==> config.mk <==
export PLATFORM = sky130hd
export DESIGN_NAME = fpga_input_conditioner
export DESIGN_NICKNAME = d
export VERILOG_FILES = /design/src/rtl/fpga_io_pkg.sv /design/src/rtl/btn_debounce.sv /design/src/rtl/fpga_input_conditioner.sv
export SDC_FILE = /design/constraint.sdc
export NUM_CORES = 1
export LEC_CHECK = 0
export CAP_MARGIN = 10
export CORE_MARGIN = 2
export CORE_UTILIZATION = 45
export DETAILED_ROUTE_END_ITERATION = 7
export GPL_TIMING_DRIVEN = 0
export PLACE_DENSITY = 0.67
export SLEW_MARGIN = 20
export SYNTH_ARGS = -nofsm -noshare
export SYNTH_HDL_FRONTEND = slang
export SYNTH_SLANG_ARGS = --single-unit
export TNS_END_PERCENT = 100
==> constraint.sdc <==
create_clock -name QClk -period 2.3 [get_ports QClk]
set_clock_uncertainty 0.2 [all_clocks]
set_input_delay 0.575 -clock QClk [delete_from_list [all_inputs] [get_ports QClk]]
set_output_delay 0.575 -clock QClk [all_outputs]
set_load 0.03 [all_outputs]
==> src/rtl/fpga_io_pkg.sv <==
// Shared types and default timing constants for the board-input front end.
// Defaults assume QClk runs at 50 kHz.
package fpga_io_pkg;

    typedef enum logic [1:0] {
        RELEASED     = 2'd0,
        PRESS_WAIT   = 2'd1,
        PRESSED      = 2'd2,
        RELEASE_WAIT = 2'd3
    } btn_state_t;

    // 10 ms of stability before a change is accepted
    localparam int DEFAULT_DEBOUNCE_CYCLES   = 500;
    // 1 s of holding after the press before a long-press pulse
    localparam int DEFAULT_LONG_PRESS_CYCLES = 50000;

endpackage

==> src/rtl/btn_debounce.sv <==
// One push button: two-flop synchroniser, debounce FSM and long-press timer.
// The raw pin is active-low; all outputs use 1 = pressed.
module btn_debounce
    import fpga_io_pkg::*;
#(
    parameter int DEBOUNCE_CYCLES   = DEFAULT_DEBOUNCE_CYCLES,
    parameter int LONG_PRESS_CYCLES = DEFAULT_LONG_PRESS_CYCLES
) (
    input  logic clk,
    input  logic rst,
    input  logic button_raw_n,
    output logic level,
    output logic press_pulse,
    output logic release_pulse,
    output logic long_pulse
);

    localparam int DB_W = $clog2(DEBOUNCE_CYCLES);
    localparam int LP_W = $clog2(LONG_PRESS_CYCLES);
    localparam logic [DB_W-1:0] DB_MAX = DB_W'(DEBOUNCE_CYCLES - 1);
    localparam logic [LP_W-1:0] LP_MAX = LP_W'(LONG_PRESS_CYCLES - 1);

    logic            sync_1;
    logic            sync_2;
    logic            pressed_synced;
    btn_state_t      state;
    logic [DB_W-1:0] cnt;
    logic [LP_W-1:0] long_cnt;
    logic            long_done;

    // Synchroniser resets to 1 so a held-down button is not seen during reset.
    always_ff @(posedge clk) begin
        if (rst) begin
            sync_1 <= 1'b1;
            sync_2 <= 1'b1;
        end else begin
            sync_1 <= button_raw_n;
            sync_2 <= sync_1;
        end
    end

    assign pressed_synced = ~sync_2;

    // Debounce FSM; long_done keeps BtnLong to a single pulse per press,
    // even across a bounce through RELEASE_WAIT back into PRESSED.
    always_ff @(posedge clk) begin
        if (rst) begin
            state         <= RELEASED;
            cnt           <= '0;
            long_cnt      <= '0;
            long_done     <= 1'b0;
            level         <= 1'b0;
            press_pulse   <= 1'b0;
            release_pulse <= 1'b0;
            long_pulse    <= 1'b0;
        end else begin
            press_pulse   <= 1'b0;
            release_pulse <= 1'b0;
            long_pulse    <= 1'b0;
            case (state)
                RELEASED: begin
                    if (pressed_synced) begin
                        state <= PRESS_WAIT;
                        cnt   <= '0;
                    end
                end
                PRESS_WAIT: begin
                    if (!pressed_synced) begin
                        state <= RELEASED;
                    end else if (cnt == DB_MAX) begin
                        state       <= PRESSED;
                        level       <= 1'b1;
                        press_pulse <= 1'b1;
                        long_cnt    <= '0;
                        long_done   <= 1'b0;
                        cnt         <= '0;
                    end else begin
                        cnt <= cnt + 1'b1;
                    end
                end
                PRESSED: begin
                    if (long_cnt != LP_MAX) begin
                        long_cnt <= long_cnt + 1'b1;
                    end else if (!long_done) begin
                        long_pulse <= 1'b1;
                        long_done  <= 1'b1;
                    end
                    if (!pressed_synced) begin
                        state <= RELEASE_WAIT;
                        cnt   <= '0;
                    end
                end
                RELEASE_WAIT: begin
                    if (pressed_synced) begin
                        state <= PRESSED;
                        cnt   <= '0;
                    end else if (cnt == DB_MAX) begin
                        state         <= RELEASED;
                        level         <= 1'b0;
                        release_pulse <= 1'b1;
                        cnt           <= '0;
                    end else begin
                        cnt <= cnt + 1'b1;
                    end
                end
                default: begin
                    state <= RELEASED;
                    cnt   <= '0;
                end
            endcase
        end
    end

endmodule

==> src/rtl/fpga_input_conditioner.sv <==
// Board-input front end for the lotr core: synchronises and debounces the
// push buttons and slide switches into the QClk domain and emits clean
// levels plus single-cycle event pulses.
module fpga_input_conditioner
    import fpga_io_pkg::*;
#(
    parameter int NUM_BTN           = 2,
    parameter int NUM_SW            = 10,
    parameter int DEBOUNCE_CYCLES   = DEFAULT_DEBOUNCE_CYCLES,
    parameter int LONG_PRESS_CYCLES = DEFAULT_LONG_PRESS_CYCLES
) (
    input  logic               QClk,
    input  logic               RstQnnnH,
    input  logic [NUM_BTN-1:0] ButtonRawN,
    input  logic [NUM_SW-1:0]  SwitchRaw,
    output logic [NUM_BTN-1:0] BtnLevel,
    output logic [NUM_BTN-1:0] BtnPress,
    output logic [NUM_BTN-1:0] BtnRelease,
    output logic [NUM_BTN-1:0] BtnLong,
    output logic [NUM_SW-1:0]  SwLevel,
    output logic [NUM_SW-1:0]  SwChange
);

    localparam int DB_W = $clog2(DEBOUNCE_CYCLES);
    localparam logic [DB_W-1:0] DB_MAX = DB_W'(DEBOUNCE_CYCLES - 1);

    if (DEBOUNCE_CYCLES < 2) begin : g_bad_debounce
        $error("DEBOUNCE_CYCLES must be at least 2");
    end
    if (LONG_PRESS_CYCLES <= DEBOUNCE_CYCLES) begin : g_bad_long_press
        $error("LONG_PRESS_CYCLES must exceed DEBOUNCE_CYCLES");
    end

    for (genvar b = 0; b < NUM_BTN; b++) begin : g_btn
        btn_debounce #(
            .DEBOUNCE_CYCLES  (DEBOUNCE_CYCLES),
            .LONG_PRESS_CYCLES(LONG_PRESS_CYCLES)
        ) u_btn (
            .clk          (QClk),
            .rst          (RstQnnnH),
            .button_raw_n (ButtonRawN[b]),
            .level        (BtnLevel[b]),
            .press_pulse  (BtnPress[b]),
            .release_pulse(BtnRelease[b]),
            .long_pulse   (BtnLong[b])
        );
    end

    for (genvar s = 0; s < NUM_SW; s++) begin : g_sw
        logic            sync_1;
        logic            sync_2;
        logic            waiting;
        logic            level_q;
        logic            change_q;
        logic [DB_W-1:0] cnt;

        // Two-flop synchroniser for the asynchronous switch pin.
        always_ff @(posedge QClk) begin
            if (RstQnnnH) begin
                sync_1 <= 1'b0;
                sync_2 <= 1'b0;
            end else begin
                sync_1 <= SwitchRaw[s];
                sync_2 <= sync_1;
            end
        end

        // Debounce: the first differing cycle arms the counter, so switches
        // see exactly the same latency as buttons; any agreeing cycle disarms.
        always_ff @(posedge QClk) begin
            if (RstQnnnH) begin
                waiting  <= 1'b0;
                cnt      <= '0;
                level_q  <= 1'b0;
                change_q <= 1'b0;
            end else begin
                change_q <= 1'b0;
                if (sync_2 == level_q) begin
                    waiting <= 1'b0;
                    cnt     <= '0;
                end else if (!waiting) begin
                    waiting <= 1'b1;
                    cnt     <= '0;
                end else if (cnt == DB_MAX) begin
                    level_q  <= ~level_q;
                    change_q <= 1'b1;
                    waiting  <= 1'b0;
                    cnt      <= '0;
                end else begin
                    cnt <= cnt + 1'b1;
                end
            end
        end

        assign SwLevel[s]  = level_q;
        assign SwChange[s] = change_q;
    end

endmodule

==> impl_summary.txt, run 1 <==
----------------------------------------------------
[Setup path]
  Data required time at the worst endpoint ... between 1.5 and 2 ns
  Crit Path Max Fanout ... 3
  Register-to-Register Setup Slack ... 0.10 ns
  Worst Setup Start Kind ... register
  Critical register-to-register path startpoint ... g_btn[1].u_btn.state[0]
  Number of cells traversed by the worst register-to-register path ... 7
  Critical path class ... register to primary output
  Launch point of the worst path ... g_sw[0].level_q
  Reg-to-Reg End ... g_btn[1].u_btn.long_cnt[13]
  Crit path capture type ... primary output
  Worst Path Arrival ... approximately 1.4 ns

[Floorplan]
  Area of the core ... 0.0186 sq mm
  Chip Height ... 142 microns
  Area of the die ... 0.0201 sq mm
  FP Rows ... 50
  I/O Pins ... 42
  Floorplan die width ... 142 microns
  Initial cell density of the core ... 0.457

[Clock network]
  Maximum buffer depth of the clock tree ... 3
  Num CTS Buffers ... 23
  Worst-Skew Late Latency ... approximately 0.49 ns
  TritonCTS clock tree ... built
  Clk sinks ... around 210
  Count of hold buffers inserted by post-cts repair ... 0
  Master cell of the clock root buffer ... sky130_fd_sc_hd__clkbuf_16
  CTS clk-pin slew, worst paths ... 0.06 ns
  H-tree level count ... 1

[Timing]
  Total of endpoints with negative setup slack in the final report ... 0
  Hold Vio Cnt, Final ... 0
  Highest Clock Rate ... roughly 450 MHz
  Rel. slew slack ... 0.522
  Share of the clock period used by the worst path ... 0.962
  Period minus WS final ... 2.21 ns
  Pins over their slew limit ... 0
  Setup repair after global routing missed its margin ... no
  Worst-margin pin slew ... about 0.7 ns

[Cells and area]
  Final net count ... 1048
  Core Util, Final ... 0.541
  Fraction of final layout cells sized beyond drive strength 1 ... 0.0957
  Area growth from synthesis to final layout ... 18.2%
  Fill cell instance count of the final layout ... ~1700
  Count of inserted antenna diode cells ... 0

[Pwr]
  P per Cell Area ... 730 mW/mm^2
  PnR Total Power ... roughly 7.4 mW
  IR drop worst, VDD ... ~0.37 mV
  Leak ... about 3.6 nW

[Synth]
  Gate count of the mapped netlist ... roughly 950
  Synthesized net count ... 977
  Yosys synthesis warning count ... 0
  Fraction of the yosys area taken by sequential cells ... 0.488
  Synth Cell Area ... about 0.0085 sq mm
  Synth Area per Inst ... 8.99 sq um
  Most frequent cells after synthesis ... sky130_fd_sc_hd__dfxtp_1, sky130_fd_sc_hd__nor2_1, sky130_fd_sc_hd__nand2_1, sky130_fd_sc_hd__xnor2_1, sky130_fd_sc_hd__nand3_1
  EDFF count, synth ... 0
  Cell taking the most area after synthesis ... sky130_fd_sc_hd__dfxtp_1
  Area share of the largest cell type after synthesis ... 0.488
  Top FF cell, synth ... sky130_fd_sc_hd__dfxtp_1
  Biggest area contributors in the synthesized netlist ... sky130_fd_sc_hd__dfxtp_1, sky130_fd_sc_hd__nor2_1, sky130_fd_sc_hd__xnor2_1, sky130_fd_sc_hd__xor2_1, sky130_fd_sc_hd__nand3_1
  Most common cell in the synthesized netlist ... sky130_fd_sc_hd__dfxtp_1
  Async set or reset register ratio after synthesis ... 0
  Synthesis-stage register bit count ... about 210
  Count of different cell masters after synthesis ... 53

[Global routing]
  First-pass GRT wire length ... 26200 microns
  Largest net degree at the start of global routing ... 14
  Vias in the first global route ... 5743
  Total global routing track utilization ... 0.154
  Number of antenna violations at the first check in global routing ... 0
  Grt total ovfl ... 0

[Detailed routing]
  Iter 0 DRT Violations ... 231
  Detail Route Antenna Nets ... 0
  Routed vias ... 6325
  Routed WL ... 15400 microns
  Routed vias/inst ... ~5
  Number of detailed-routing iterations run before antenna repair ... 4
  Residual DRC count ... 0
  Wire per inst ... 12.1 microns

[Placement]
  DPL Wire Length ... 10400 microns
  Count of port buffers added during placement ... 41
  Routability congestion estimate from global placement ... 0.800

[Job]
  Max-cap violation count ... 0

[Hold path]
  Hold path endpoint ... g_btn[0].u_btn.sync_2
  Cell depth of the worst min-delay path ... 1
  Hold wc startpoint ... g_btn[0].u_btn.sync_1
  Worst Hold Class ... register to register

[Status]
  Outcome ... completed

----------------------------------------------------
worst max path at each step:
stage | endpoint | slack (ns) | depth (start not counted)
floorplan | g_btn[0].u_btn.long_cnt[10] | 0.09 | 8
finish | SwLevel[0] | 0.09 | 2
global placement | g_btn[0].u_btn.long_cnt[5] | -0.69 | 6
CTS | g_btn[1].u_btn.long_cnt[5] | 0.001 | 6
detailed placement | g_btn[0].u_btn.long_cnt[14] | -0.68 | 6
global route | g_btn[1].u_btn.long_cnt[15] | 0.0002 | 7
cell type report:
class | instances | area [sq um] | share of cell area
flip-flops and latches | 208 | 4180 | 0.414
multi-input cells | 671 | 4060 | 0.402
clock buffers | 30 | 642 | 0.0637
repair buffers | 48 | 440 | 0.0437
well taps | 234 | 293 | 0.0290
plain buffers | 45 | 289 | 0.0287
clock inverters | 9 | 97.6 | 0.00968
inverters | 23 | 86.3 | 0.00857
registers in the layout, indices dropped and copies added, names as in the netlist, named ones only:
name	cells
g_btn.u_btn.cnt	18
g_btn.u_btn.level	2
g_btn.u_btn.long_cnt	32
g_btn.u_btn.long_done	2
g_btn.u_btn.long_pulse	2
g_btn.u_btn.press_pulse	2
g_btn.u_btn.release_pulse	2
g_btn.u_btn.state	2
g_btn.u_btn.sync_1	2
g_btn.u_btn.sync_2	2
g_sw.change_q	10
g_sw.cnt	90
g_sw.level_q	10
g_sw.sync_1	10
g_sw.sync_2	10
g_sw.waiting	10
worst max-delay path, stage by stage, from the launching register on:
cell	delay, ns
sky130_fd_sc_hd__dfxtp_1	0.42
sky130_fd_sc_hd__buf_4	0.14
sky130_fd_sc_hd__dlygate4sd2_1	0.38
layout by cell type (no fill, tap or decap), drive strengths merged, types with 6 or more instances in the layout:
master / Yosys / routed
nor4: 14 / 14
clkbuf: 16 / 44
o21ai: 17 / 17
dlygate4sd2: 0 / 28
nand2: 67 / 67
or2: 6 / 6
xnor2: 65 / 65
nor2: 171 / 171
nor3: 19 / 19
and2: 15 / 15
a211oi: 12 / 12
clkinv: 0 / 6
nand3: 57 / 57
and3: 18 / 18
mux2i: 6 / 6
a21oi: 28 / 28
inv: 23 / 23
ha: 14 / 14
nand4: 22 / 22
nand3b: 8 / 8
xor2: 42 / 42
dfxtp: 208 / 208
or3: 16 / 16
clkdlybuf4s50: 0 / 13
buf: 31 / 38
nor2b: 26 / 26
what timing repair did:
item / 4_1_cts / 5_1_grt
endpoints found under the setup margin: 62 / 35
buffers inserted: 3 / 4
pin swaps: 2 / 4
resized for setup: 39 / 15
kinds of logic (layout without fill, tap and decap cells):
group                    Yosys count  after routing  synth area share
AND/OR/NAND/NOR                  465            465             0.271
multiplexers                       6              6           0.00704
adder cells (fa/ha/maj)           14             14            0.0205
buffers and inverters             70            155            0.0434
AO/OA/AOI/OAI                     79             79            0.0603
flip-flops                       208            208             0.488
XOR/XNOR                         107            107             0.110
per-layer routing:
| metal | global-route usage | part of all wire | vias to the layer above |
|---|---|---|---|
| li1 | - | - | 3331 |
| met1 | 0.213 | 0.50 | 2893 |
| met2 | 0.251 | 0.45 | 83 |
| met3 | 0.0273 | 0.040 | 18 |
| met4 | 0.0400 | 0.012 | 0 |
| met5 | 0 | 0 | - |
report_power, final:
part | switching [mW] | internal, mW | total (mW) | leakage (nW)
Clock | 1.39 | 2.18 | 3.56 | 0.368
Sequential | 0.0189 | 3.63 | 3.65 | 1.68
Combinational | 0.0836 | 0.0622 | 0.146 | 1.58
per-stage QoR:
stage	area (sq um)	hold WS (ns)	TNS (ns)	setup WS (ns)	cells
floorplan	8530	0.189	0	0.0937	949
CTS	10000	0.217	0	0.00130	1265
finish	10100	0.212	0	0.0863	1268
global route	10100	0.225	0	0.000185	1268
global placement	9230	0.193	-64.26	-0.687	1224
detailed placement	9230	0.205	-65.10	-0.677	1224
Note: power is estimated with default switching activity, not from simulation.
==> run 2: changes to the inputs <==
Settings changed: PLACE_DENSITY 0.67 to 0.64, SLEW_MARGIN 20 to unset.
Clock period 2.3 ns to 2.6 ns, I/O delays scaled along.
==> impl_summary.txt, run 2 (synthesis gave the netlist of run 1 again) <==
----------------------------------------------------
[Pwr]
  PnR Total Power ... 6.56 mW (-11%)
  Leak ... 3.46 nW (-5.0%)
  IR drop worst, VDD ... 0.470 mV (+26%)
  P per Cell Area ... 655 mW/mm^2 (-10%)

[Timing]
  Setup repair after global routing missed its margin ... yes
  Period minus WS final ... 2.51 ns
  Rel. slew slack ... 0.488 (-0.0347)
  Hold Vio Cnt, Final ... 0 (unchanged)
  Share of the clock period used by the worst path ... 0.964
  Minimum setup slack in the final design ... 0.0943 ns (+0.00803 ns)
  Worst-margin pin slew ... 0.769 ns (+0.0520 ns)
  Total of endpoints with negative setup slack in the final report ... 0 (unchanged)
  Fin Setup TNS ... 0 ns (unchanged)
  Highest Clock Rate ... 399 MHz
  Pins over their slew limit ... 0 (unchanged)

[Cells and area]
  Leading cell types in the layout, fill and taps excluded ... sky130_fd_sc_hd__dfxtp_1, sky130_fd_sc_hd__nor2_1, sky130_fd_sc_hd__nand2_1, sky130_fd_sc_hd__xnor2_1, sky130_fd_sc_hd__nand3_1
  Total area of multi-input combinational cells ... 0.00402 sq mm (-0.99%)
  Final net count ... 1044 (-0.38%)
  Largest registers ... g_sw.cnt (90), g_btn.u_btn.long_cnt (32), g_btn.u_btn.cnt (18)
  Area taken by flip-flops and latches ... 0.00416 sq mm (-0.30%)
  Most flop-heavy register ... g_sw.cnt
  Most common cell after layout, fill and taps aside ... sky130_fd_sc_hd__dfxtp_1
  Fraction of final layout cells sized beyond drive strength 1 ... 0.0768 (-0.0189)
  Fill cell instance count of the final layout ... 1745 (+0.63%)
  Number of flip-flops in the largest register ... 90 (unchanged)
  Count of inserted antenna diode cells ... 0 (unchanged)
  Area growth from synthesis to final layout ... 17.4%

[Setup path]
  Worst Path Arrival ... 1.66 ns (+0.22 ns)
  Total stage count of the critical path ... 2 (unchanged)
  Worst Setup Start Kind ... register
  Total buffers and inverters traversed by the critical path ... 2 (unchanged)
  Number of cells traversed by the worst register-to-register path ... 6 (-1)
  Critical path cell sequence ... buf_4 -> clkdlybuf4s50_1
  Cell with the largest stage delay on the worst path ... sky130_fd_sc_hd__clkdlybuf4s50_1
  Data required time at the worst endpoint ... 1.75 ns (+0.23 ns)
  Critical path class ... register to primary output
  Crit Path Max Fanout ... 3 (unchanged)
  Crit path capture type ... primary output
  Critical path's largest stage delay ... 0.66 ns (+0.24 ns)
  CP top delay family ... buffers and inverters

[Clock network]
  Num CTS Buffers ... 23 (unchanged)
  Count of hold buffers inserted by post-cts repair ... 0 (unchanged)
  TritonCTS clock tree ... built
  Maximum buffer depth of the clock tree ... 3 (unchanged)
  Clk sinks ... 208 (unchanged)
  CTS clk-pin slew, worst paths ... 0.06 ns (about the same)
  H-tree level count ... 1 (unchanged)
  Master cell of the clock root buffer ... sky130_fd_sc_hd__clkbuf_16
  Worst-Skew Late Latency ... 0.50 ns (about the same)

[Hold path]
  Worst Hold Class ... register to register
  Cell depth of the worst min-delay path ... 1 (unchanged)

[Placement]
  DPL Wire Length ... 10400 microns (+0.45%)
  Worst slack at placement ... -0.384 ns (+0.293 ns)
  Count of port buffers added during placement ... 41 (unchanged)
  Routability congestion estimate from global placement ... 0.811 (+1.3%)

[Detailed routing]
  Iter 0 DRT Violations ... 233 (+0.87%)
  Detail Route Antenna Nets ... 0 (unchanged)
  Routed vias ... 6326 (+0.016%)
  Wire per inst ... 12.2 microns (+0.78%)
  Residual DRC count ... 0 (unchanged)
  Routed vias/inst ... 5.01 (+0.49%)
  Number of detailed-routing iterations run before antenna repair ... 5 (+1)
  Routed WL ... 15400 microns (+0.31%)

[Global routing]
  First-pass GRT wire length ... 27000 microns (+3.1%)
  Largest net degree at the start of global routing ... 13 (-1)
  Vias in the first global route ... 5853 (+1.9%)
  Number of antenna violations at the first check in global routing ... 0 (unchanged)
  Total global routing track utilization ... 0.160 (+0.00570)
  Grt total ovfl ... 0 (unchanged)

[Status]
  Outcome ... completed

[Floorplan]
  Floorplan die width ... 142 microns (unchanged)
  FP Rows ... 50 (unchanged)
  Area of the core ... 0.0186 sq mm (unchanged)
  Initial cell density of the core ... 0.457 (unchanged)
  Area of the die ... 0.0201 sq mm (unchanged)
  I/O Pins ... 42 (unchanged)
  Chip Height ... 142 microns (unchanged)

[Job]
  Max-cap violation count ... 0 (unchanged)

----------------------------------------------------
==> run 2: layer usage <==
metal	share of wire	GRT usage	up-vias
met3	0.039	0.0250	32
li1	-	-	3329
met4	0.023	0.0463	0
met2	0.45	0.263	81
met1	0.49	0.218	2884
met5	0	0	-
==> run 2: final timing paths <==
path,from,slack (ns),to
worst max-delay path,g_sw[8].level_q,0.09,SwLevel[8]
worst min-delay path,g_btn[1].u_btn.sync_1,0.21,g_btn[1].u_btn.sync_2
worst max register to register,g_btn[1].u_btn.cnt[0],0.16,g_btn[1].u_btn.long_cnt[5]
worst min register to register,g_btn[1].u_btn.sync_1,0.21,g_btn[1].u_btn.sync_2
==> run 2: cell type report <==
cell class,instances,area share
plain buffers,47,0.0289
clock buffers,33,0.0672
clock inverters,4,0.00725
inverters,23,0.00862
multi-input cells,671,0.401
flip-flops and latches,208,0.416
well taps,234,0.0292
repair buffers,42,0.0417
==> run 2: worst reg2reg max path, cell delays in order, from the launching register on <==
cell and delay, ns:
sky130_fd_sc_hd__dfxtp_1 0.43, sky130_fd_sc_hd__ha_1 0.26, sky130_fd_sc_hd__nand4bb_2 0.23, sky130_fd_sc_hd__o31ai_4 0.38, sky130_fd_sc_hd__o21ai_2 0.20, sky130_fd_sc_hd__or4_1 0.53
sky130_fd_sc_hd__a21oi_1 0.14
==> run 2: per-stage QoR <==
step	util	area (sq um)	cells	hold slack, ns
detailed placement	0.495	9230	1224	0.193
floorplan	-	8530	949	0.189
finish	0.537	10000	1262	0.205
CTS	0.535	9980	1261	0.207
global placement	0.495	9230	1224	0.193
global route	0.537	10000	1262	0.218
==> run 2: where the power goes <==
part | internal, mW | switching (mW) | total [mW]
clock | 1.98 | 1.22 | 3.20
sequential | 3.21 | 0.0158 | 3.23
combinational | 0.0560 | 0.0752 | 0.131
total | 5.25 | 1.32 | 6.56
==> run 2: timing repair <==
item                       in CTS  in global routing
setup buffers                   0                  1
setup endpoints to repair       0                 28
gates resized for setup         0                  9
==> run 3: changes to the inputs <==
Settings changed: CORE_ASPECT_RATIO set to 1.25, DONT_BUFFER_PORTS set to 1, MAX_ROUTING_LAYER set to met4, PLACE_DENSITY 0.64 to 0.62.
==> impl_summary.txt, run 3 (synthesis gave the netlist of run 1 again) <==
----------------------------------------------------
[Timing]
  Rel. slew slack ... 0.524 (+0.0368)
  Highest Clock Rate ... 411 MHz (+3.1%)
  Pins over their slew limit ... 0 (unchanged)
  Fin Hold WS ... 0.0619 ns (-0.144 ns)
  Period minus WS final ... 2.43 ns (-0.0745 ns)
  Fin Setup TNS ... 0 ns (unchanged)
  Share of the clock period used by the worst path ... 0.935 (-0.0287)
  Worst-margin pin slew ... 0.713 ns (-0.0552 ns)
  Hold Vio Cnt, Final ... 0 (unchanged)
  Setup repair after global routing missed its margin ... no
  Total of endpoints with negative setup slack in the final report ... 0 (unchanged)

[Setup path]
  Critical path's largest stage delay ... 0.51 ns (-0.15 ns)
  Critical path cell sequence ... ha_1 -> nand4bb_2 -> o31ai_4 -> o211ai_2 -> or4_1 -> a21oi_1
  Worst Path Arrival ... 2.65 ns (+0.99 ns)
  Cell with the largest stage delay on the worst path ... sky130_fd_sc_hd__or4_1
  Crit Path Max Fanout ... 10 (+7)
  Critical path class ... register to register
  Register-to-Register Setup Slack ... 0.17 ns (about the same)
  CP top delay family ... compound AO/OA/AOI/OAI gates
  Crit path capture type ... register
  Data required time at the worst endpoint ... 2.82 ns (+1.07 ns)
  Critical register-to-register path startpoint ... g_btn[1].u_btn.cnt[0]
  Number of cells traversed by the worst register-to-register path ... 6 (unchanged)
  Reg-to-Reg End ... g_btn[1].u_btn.long_cnt[15]
  Total buffers and inverters traversed by the critical path ... 0 (-2)
  Worst Setup Start Kind ... register

[Clock network]
  Maximum buffer depth of the clock tree ... 3 (unchanged)
  Master cell of the clock root buffer ... sky130_fd_sc_hd__clkbuf_16
  H-tree level count ... 1 (unchanged)
  Worst-Skew Late Latency ... 0.49 ns (about the same)
  CTS clk-pin slew, worst paths ... 0.07 ns (about the same)
  Count of hold buffers inserted by post-cts repair ... 0 (unchanged)
  TritonCTS clock tree ... built
  Num CTS Buffers ... 22 (-4.3%)
  Clk sinks ... 208 (unchanged)

[Placement]
  DPL Wire Length ... 10500 microns (+0.66%)
  Routability congestion estimate from global placement ... 0.795 (-1.9%)
  Count of port buffers added during placement ... 0 (-100%)

[Job]
  Max-cap violation count ... 0 (unchanged)

[Detailed routing]
  Iter 0 DRT Violations ... 218 (-6.4%)
  Wire per inst ... 12.6 microns (+2.8%)
  Residual DRC count ... 0 (unchanged)
  Number of detailed-routing iterations run before antenna repair ... 5 (unchanged)
  Routed WL ... 15300 microns (-0.79%)
  Routed vias/inst ... 5.03 (+0.27%)
  Routed vias ... 6122 (-3.2%)
  Detail Route Antenna Nets ... 0 (unchanged)

[Cells and area]
  Most flop-heavy register ... g_sw.cnt
  Number of flip-flops in the largest register ... 90 (unchanged)
  Area growth from synthesis to final layout ... 12.0%
  Final net count ... 1002 (-4.0%)
  Leading cell types in the layout, fill and taps excluded ... sky130_fd_sc_hd__dfxtp_1, sky130_fd_sc_hd__nor2_1, sky130_fd_sc_hd__nand2_1, sky130_fd_sc_hd__xnor2_1, sky130_fd_sc_hd__nand3_1
  Largest registers ... g_sw.cnt (90), g_btn.u_btn.long_cnt (32), g_btn.u_btn.cnt (18)
  Count of inserted antenna diode cells ... 0 (unchanged)
  Most common cell after layout, fill and taps aside ... sky130_fd_sc_hd__dfxtp_1
  Fill cell instance count of the final layout ... 1782 (+2.1%)
  Core Util, Final ... 0.511 (-0.0263)
  Fraction of final layout cells sized beyond drive strength 1 ... 0.0791 (+0.00226)

[Global routing]
  Number of antenna violations at the first check in global routing ... 0 (unchanged)
  Grt total ovfl ... 0 (unchanged)
  Vias in the first global route ... 5787 (-1.1%)
  First-pass GRT wire length ... 26400 microns (-2.2%)
  Total global routing track utilization ... 0.160 (about the same)
  Largest net degree at the start of global routing ... 14 (+1)

[Floorplan]
  Floorplan die width ... 127 microns (-10%)
  Chip Height ... 158 microns (+11%)
  Area of the die ... 0.0201 sq mm (about the same)
  Initial cell density of the core ... 0.456 (-0.00159)
  Area of the core ... 0.0187 sq mm (+0.35%)
  FP Rows ... 56 (+12%)
  I/O Pins ... 42 (unchanged)

[Status]
  Outcome ... completed

[Pwr]
  P per Cell Area ... 670 mW/mm^2 (+2.2%)
  Leak ... 3.31 nW (-4.2%)
  PnR Total Power ... 6.40 mW (-2.4%)
  IR drop worst, VDD ... 0.391 mV (-17%)

[Hold path]
  Hold wc startpoint ... ButtonRawN[0]
  Hold path endpoint ... g_btn[0].u_btn.sync_1
  Cell depth of the worst min-delay path ... 1 (unchanged)
  Worst Hold Class ... input pin to register

----------------------------------------------------
## run 3: layout make-up
class / instances / area (sq um) / area share
Clock buffer: 31 / 666 / 0.0697
Multi-Input combinational cell: 671 / 4000 / 0.419
Timing Repair Buffer: 1 / 7.51 / 0.000786
Sequential cell: 208 / 4160 / 0.436
Clock inverter: 5 / 50.0 / 0.00524
Tap cell: 232 / 290 / 0.0304
Buffer: 47 / 288 / 0.0301
Inverter: 23 / 86.3 / 0.00904
## run 3: per-stage QoR
stage / setup slack [ns] / cells / instance area [sq um]
after floorplan: 0.394 / 949 / 8530
after detailed placement: 0.0941 / 1181 / 8820
after global placement: 0.114 / 1181 / 8820
after CTS: 0.0546 / 1217 / 9530
after global routing: 0.0346 / 1218 / 9550
final: 0.169 / 1218 / 9550
## run 3: timing repair
action | 4_1_cts | 5_1_grt
buffers inserted | 0 | 1
endpoints found under the setup margin | 0 | 22
endpoints found under the hold margin | 0 | 0
gates resized for setup | 0 | 6
## run 3: power breakdown
part	internal (mW)	total, mW	switching, mW
Combinational	0.0349	0.103	0.0677
Sequential	3.21	3.23	0.0170
Clock	1.86	3.07	1.20
Total	5.11	6.40	1.29
## run 3: worst max-delay path by stage
stage                                startpoint                          end  slack, ns  depth (start not counted)
after floorplan           g_btn[0].u_btn.cnt[0]  g_btn[0].u_btn.long_cnt[10]       0.39                          8
after global placement    g_btn[0].u_btn.cnt[0]   g_btn[0].u_btn.long_cnt[5]       0.11                          8
after detailed placement  g_btn[0].u_btn.cnt[0]  g_btn[0].u_btn.long_cnt[13]       0.09                          8
after CTS                 g_btn[0].u_btn.cnt[0]  g_btn[0].u_btn.long_cnt[13]       0.05                          8
after global routing      g_btn[0].u_btn.cnt[0]  g_btn[0].u_btn.long_cnt[13]       0.03                          8
final                     g_btn[1].u_btn.cnt[0]  g_btn[1].u_btn.long_cnt[15]       0.17                          6
## run 3: metal layers
metal,GRT usage,routed length (microns),vias to the layer above
met4,0.0440,272,0
met5,-,0,-
met3,0.0233,445,19
met1,0.199,7390,2806
li1,-,-,3235
met2,0.273,7190,62
